--- config.mk ---
export PLATFORM = sky130hd
export DESIGN_NAME = stream_upsizer
export DESIGN_NICKNAME = d
export VERILOG_FILES = /design/src/rtl/stream_upsizer.sv
export SDC_FILE = /design/constraint.sdc
export NUM_CORES = 1
export LEC_CHECK = 0
export ABC_AREA = 0
export ABC_CLOCK_PERIOD_IN_PS = 2900
export BUFFER_PORTS_ARGS = -buffer_cell sky130_fd_sc_hd__buf_2
export CAP_MARGIN = 20
export CORE_UTILIZATION = 57
export CTS_CLUSTER_SIZE = 14
export DETAILED_ROUTE_END_ITERATION = 12
export HOLD_SLACK_MARGIN = 0.1
export PLACE_DENSITY_LB_ADDON = 0.1
export SYNTH_ARGS = -nofsm -noshare
export SYNTH_HDL_FRONTEND = slang
export SYNTH_SLANG_ARGS = --single-unit
--- constraint.sdc ---
create_clock -name clk -period 2.9 [get_ports clk]
set_clock_uncertainty 0.15 [all_clocks]
set_input_delay 0.145 -clock clk [delete_from_list [all_inputs] [get_ports clk]]
set_output_delay 0.145 -clock clk [all_outputs]
set_load 0.03 [all_outputs]
--- src/rtl/stream_upsizer.sv ---
// -----------------------------------------------------------------------------
// stream_upsizer
//
// Valid/ready width upsizer. Packs RATIO consecutive IN_W-bit ingress beats
// into one IN_W*RATIO-bit egress word, little-endian (first beat in lane 0).
// A beat with i_last_i set closes the word early; e_keep_o then marks the
// populated lanes, which are always contiguous from lane 0, and unpopulated
// lanes are zero. Runs at one beat per cycle while egress is not stalled.
//
// Ports:
//   clk        in   rising-edge clock
//   rst_n      in   asynchronous active-low reset
//   i_valid_i  in   ingress beat valid
//   i_data_i   in   ingress beat data, IN_W bits
//   i_last_i   in   ingress beat closes the current word/packet
//   i_ready_o  out  ingress ready (combinational)
//   e_valid_o  out  egress word valid
//   e_data_o   out  egress word, lane k = [k*IN_W +: IN_W]
//   e_keep_o   out  egress lane-populated mask, RATIO bits
//   e_last_o   out  egress word was closed by i_last_i
//   e_ready_i  in   egress ready
// -----------------------------------------------------------------------------
module stream_upsizer #(
    parameter int IN_W  = 8,
    parameter int RATIO = 4
) (
    input  logic                  clk,
    input  logic                  rst_n,
    input  logic                  i_valid_i,
    input  logic [IN_W-1:0]       i_data_i,
    input  logic                  i_last_i,
    output logic                  i_ready_o,
    output logic                  e_valid_o,
    output logic [IN_W*RATIO-1:0] e_data_o,
    output logic [RATIO-1:0]      e_keep_o,
    output logic                  e_last_o,
    input  logic                  e_ready_i
);

    localparam int OUT_W = IN_W * RATIO;
    localparam int CNT_W = $clog2(RATIO);
    localparam logic [CNT_W-1:0] LAST_IDX = CNT_W'(RATIO - 1);

    logic [CNT_W-1:0] count;
    logic [OUT_W-1:0] acc_data;
    logic [RATIO-1:0] acc_keep;

    logic             completing;
    logic             out_free;
    logic             accept;
    logic [OUT_W-1:0] merged_data;
    logic [RATIO-1:0] merged_keep;

    // A beat only needs the output register if it finishes a word; every
    // other beat lands in the accumulator and can always be taken.
    assign completing = (count == LAST_IDX) | i_last_i;
    assign out_free   = ~e_valid_o | e_ready_i;
    assign i_ready_o  = rst_n & (~completing | out_free);
    assign accept     = i_valid_i & i_ready_o;

    // Accumulator with the presented beat inserted at the current lane.
    always_comb begin
        // NOTE: assign defaults first so every path drives every bit; a
        // combinational output left unassigned on some path infers a latch.
        merged_data = acc_data;
        merged_keep = acc_keep;
        merged_data[count*IN_W +: IN_W] = i_data_i;
        merged_keep[count]              = 1'b1;
    end

    // Accumulator and lane counter.
    always_ff @(posedge clk or negedge rst_n) begin
        if (!rst_n) begin
            // NOTE: non-blocking assignments in clocked blocks, so every
            // register samples the pre-edge values regardless of order.
            count    <= '0;
            acc_data <= '0;
            acc_keep <= '0;
        end else if (accept) begin
            if (completing) begin
                // Word leaves for the output register; start a fresh one so
                // unpopulated lanes of the next word read as zero.
                count    <= '0;
                acc_data <= '0;
                acc_keep <= '0;
            end else begin
                count    <= count + CNT_W'(1);
                acc_data <= merged_data;
                acc_keep <= merged_keep;
            end
        end
    end

    // Output register. A completing beat is only accepted when the register
    // is free, so loading a new word and draining the old one can share an
    // edge without a bubble.
    always_ff @(posedge clk or negedge rst_n) begin
        if (!rst_n) begin
            e_valid_o <= 1'b0;
            e_data_o  <= '0;
            e_keep_o  <= '0;
            e_last_o  <= 1'b0;
        end else if (accept && completing) begin
            e_valid_o <= 1'b1;
            e_data_o  <= merged_data;
            e_keep_o  <= merged_keep;
            e_last_o  <= i_last_i;
        end else if (e_valid_o && e_ready_i) begin
            e_valid_o <= 1'b0;
        end
    end

endmodule

* After elaboration in Yosys (flattened, before gate mapping) *
Cells that the tools add are included.

word-level totals
  flip-flop bits (word level) = 76
  bits of input ports = 13
  output and inout port bits = 39

operators by class
  add/subtract/negate cells = 2
  order comparisons = 2
  equal/unequal tests = 1
  shifts and indexed selects = 2
  mux-type cells = 8
  bitwise logic cells = 8
  reductions and logical operators = 4

operator list
  kind                                                        count
  negator 5 -> 34 bit                                         1
  variable shift 8 x 34 -> 32 bit, first input constant       1
  variable part select 8 x 34 -> 32 bit                       1
  bitwise mux 32 bit                                          1
  two-way mux 32 bit                                          1
  two-way mux 4 bit                                           1
  bitwise OR 4 bit                                            1
  logical AND 1 bit                                           3
  less-than comparator 2 x 3 -> 1 bit, second input constant  1
  two-way mux 1 bit                                           3
  bitwise OR 1 bit                                            3
  adder 2 x 1 -> 2 bit, second input constant                 1
  bitwise AND 1 bit                                           2
  demux 1 bit (select 2 bit)                                  1
  equality test 2 bit, second input constant                  1
  >= comparator 2 x 1 -> 1 bit, second input constant         1
  two-way mux 2 bit                                           1
  inverter 1 bit                                              2
  nonzero test 2 bit                                          1

* Depth between registers and ports, before layout *
  depth in word-level cells = 8
  mapped depth = 8
  mapped depth without buffers = 5

* Worst setup path before layout *
No wires, ideal clock.

  path type = reg-to-output
  start = register count[0]
  end = output port i_ready_o
  data arrival time = 2149 ps
  data required time = 2605 ps
  slack = 456 ps
  stages on the path, launching flop included = 8
  buffers on the path = 4
  path through = dfrtp_1 -> ha_1 -> buf_6 -> or2_1 -> buf_6 -> buf_4 -> buf_2 -> a21boi_0

between the ends
  longest elaborated chain between the ends = 5

RTL lines
  item                      RTL line  text
  start: declaration        44        logic [CNT_W-1:0] count;
  start signal: assignment  87        count <= count + CNT_W'(1);
  equality test 2 bit       56        assign completing = (count == LAST_IDX) | i_last_i;
  bitwise OR 1 bit          56
  inverter 1 bit            58        assign i_ready_o = rst_n & (~completing | out_free);
  bitwise OR 1 bit          58
  bitwise AND 1 bit         58
  end: declaration          32        output logic i_ready_o,

Every way passes these cells.

* Worst setup path after layout *
Same ends and word-level chain as after synthesis.

==> results.yml <==
timing:
  worstMarginPinSlew_ns: 0.856
  max_freq_mhz: 399
  whs_ns: 0.223
  min_period_ns: 2.51
  relSlewSlack: 0.429
  finalHoldViolations: 0
  setup_tns_ns: 0
  setup_ws_ns: 0.391
  rsz0062_at_grt: "false"
  finalSetupViolCount: 0
  finalCritPeriodShare: 0.865
  slew_viol_final: 0
power:
  p_per_area_nw_per_um2: 933
  peakVddDrop_mv: 0.633
  leakage_uw: 0.00190
setup_path:
  path_cells: "ha_1, or2_1, a21boi_0, buf_2"
  rr_endpoint: "acc_data[0]"
  cp.buffers_inverters: 1
  r2r_start: "count[0]"
  worstSetupStartpoint: "count[0]"
  slowest_delay_ns: 0.60
  crit_fanout: 20
  required_ns: 2.61
  crit_type: "flop to output pin"
  reg2reg_depth: 5
  cp.depth: 4
  crit_end: "i_ready_o"
  regToRegSetupSlack_ns: 0.40
  worstSetupStartpointType: "flop"
  crit_family: "flip-flops"
  worst_setup_path_end_kind: "output pin"
  crit_arrival_ns: 2.21
  cp_slowest_cell: "dfrtp_1"
route:
  wl_met3_um: 401
  drtAntennaViolNets: 0
  routed_via_density: 6.31
  first_pass_iters: 4
  num_vias: 2909
  top_layer: "met4"
  remaining_drc_errors: 0
  drt_iter0_drc: 175
  wl_met1_um: 4070
  wl_per_cell_um: 19.1
  wl_um: 8800
  wl_met2_um: 4190
cts:
  root_buffer: "clkbuf_8"
  clkTransAtPathRegs_ns: 0.08
  ctsHoldBuffers: 11
  cts_sinks: 76
  htreeDepth: 3
  cts_resized: 0
  clk_path_buf_depth: 2
  cts_tree: "yes"
  cts_setup_buffers: 0
  cts_buffers: 9
  clock_latency_ns: 0.35
global_route:
  grt_pass1_wl_um: 13800
  grt_use_total: 0.286
  antenna_found_initial: 0
  gr-total-overflow: 0
  grt_pass1_vias: 2654
  grt_max_degree: 69
synth:
  netlist_instances: 336
  synth_area_um2: 3660
  ys_warn_count: 0
  synthesis.nets: 357
  avgSynthCellArea_um2: 10.9
  synthDistinctLibCells: 38
  ys_seq_area_frac: 0.520
  ys_ff_latch: 76
place:
  dp_slack_ns: 0.426
  place_congestion: 0.875
  port_buffers: 51
  post-dp-hpwl_um: 5600
die:
  ioPinCount: 52
  dieWidth_um: 82.1
  die_y_um: 82.1
  core-area_um2: 6060
  die-area_um2: 6740
  start_util: 0.603
  rows: 28
cells_and_area:
  layout.nets: 402
  syn_to_final_growth_pct: 15.7
  multi_input_area_um2: 1530
  fill_cells: 467
  seq_area_um2: 1900
  drive_gt1_frac: 0.223
  diodes: 0
  layout_common_cells: "76 x dfrtp_1, 50 x buf_2, 49 x a21oi_1"
  mostFrequentLayoutCell: "dfrtp_1"
run_status:
  status: "completed"
job:
  drv_cap: 0
hold_path:
  hold_class: "input port to flop"
-- synthesized netlist by cell type --
master,instances,area (µm²)
buf_2,10,50.1
nor4b_4,1,23.8
dfrtp_1,76,1900
nand2_1,3,11.3
buf_4,3,22.5
o21ai_0,5,25.0
or2_1,1,6.26
nand4bb_1,1,11.3
a22o_1,21,184
and3b_1,1,8.76
a311oi_1,1,8.76
nor2_1,7,26.3
nor2b_1,24,150
a21boi_0,1,7.51
a22oi_1,3,22.5
buf_6,5,56.3
nor3_1,5,25.0
nor3_4,1,16.3
a31oi_1,38,238
o32a_1,3,30.0
clkbuf_1,11,41.3
ha_1,8,100
nand3_1,1,5.00
inv_1,9,33.8
a32oi_1,3,26.3
and4b_1,1,10.0
and2_1,5,31.3
nor4bb_1,1,10.0
and4bb_2,2,25.0
o211ai_1,3,22.5
mux2_2,2,22.5
nand2b_1,1,6.26
a211o_4,2,35.0
a211o_1,2,17.5
a32o_1,14,140
a21oi_1,49,245
nor3b_1,4,30.0
buf_1,8,30.0
-- layout make-up --
| cell class | instances | area share |
|---|---|---|
| Multi-Input combinational cell | 214 | 0.362 |
| Timing Repair Buffer | 71 | 0.103 |
| Clock inverter | 4 | 0.0166 |
| Tap cell | 75 | 0.0222 |
| Inverter | 9 | 0.00798 |
| Clock buffer | 12 | 0.0390 |
| Sequential cell | 76 | 0.449 |
-- tightest hold or removal path, stage by stage --
cell,delay [ns]
buf_2,0.11
nand2_1,0.30
o21ai_0,0.12
-- state kept, by name, indices dropped and copies added (netlist names) --
register	cells
e_data_o	32
acc_keep	4
count	2
e_keep_o	4
acc_data	32
e_valid_o	1
e_last_o	1
-- routing by layer --
| layer | up-vias | global-route usage |
|---|---|---|
| met5 | - | 0 |
| met4 | 0 | 0.112 |
| met3 | 13 | 0.0593 |
| met2 | 79 | 0.440 |
| met1 | 1462 | 0.396 |
| li1 | 1355 | - |
-- per-stage QoR --
step	power [µW]	utilization	instances	area (µm²)
5_1_grt	4170	0.698	461	4230
2_1_floorplan	2600	-	336	3660
6_report	3950	0.698	461	4230
4_1_cts	3950	0.698	461	4230
3_5_place_dp	3000	0.641	434	3890
3_3_place_gp	2970	0.641	434	3890
-- how the worst min path moves through the flow --
stage,startpoint,endpoint,slack [ns],cells past startpoint
2_1_floorplan,rst_n,acc_data[0],-0.30,0
3_3_place_gp,rst_n,e_data_o[26],-0.16,1
3_5_place_dp,rst_n,e_data_o[24],-0.16,1
4_1_cts,i_valid_i,e_valid_o,0.23,3
5_1_grt,i_valid_i,e_valid_o,0.30,3
6_report,i_valid_i,e_valid_o,0.22,3
-- power by group --
| group | internal [µW] | switching, µW |
|---|---|---|
| Sequential | 1310 | 161 |
| Combinational | 497 | 1040 |
| Clock | 552 | 388 |
-- cell families (layout without fill, tap and decap cells) --
group                      count (synthesis)  count (layout)  share of synthesized area
AOI/OAI and AO/OA                        145             145                      0.274
adders and majority gates                  8               8                     0.0274
buffers and inverters                     46              96                     0.0640
DFF                                       76              76                      0.520
muxes                                      2               2                    0.00616
and+or+nand+nor                           59              59                      0.108
Note: power is estimated with default switching activity, not from simulation.
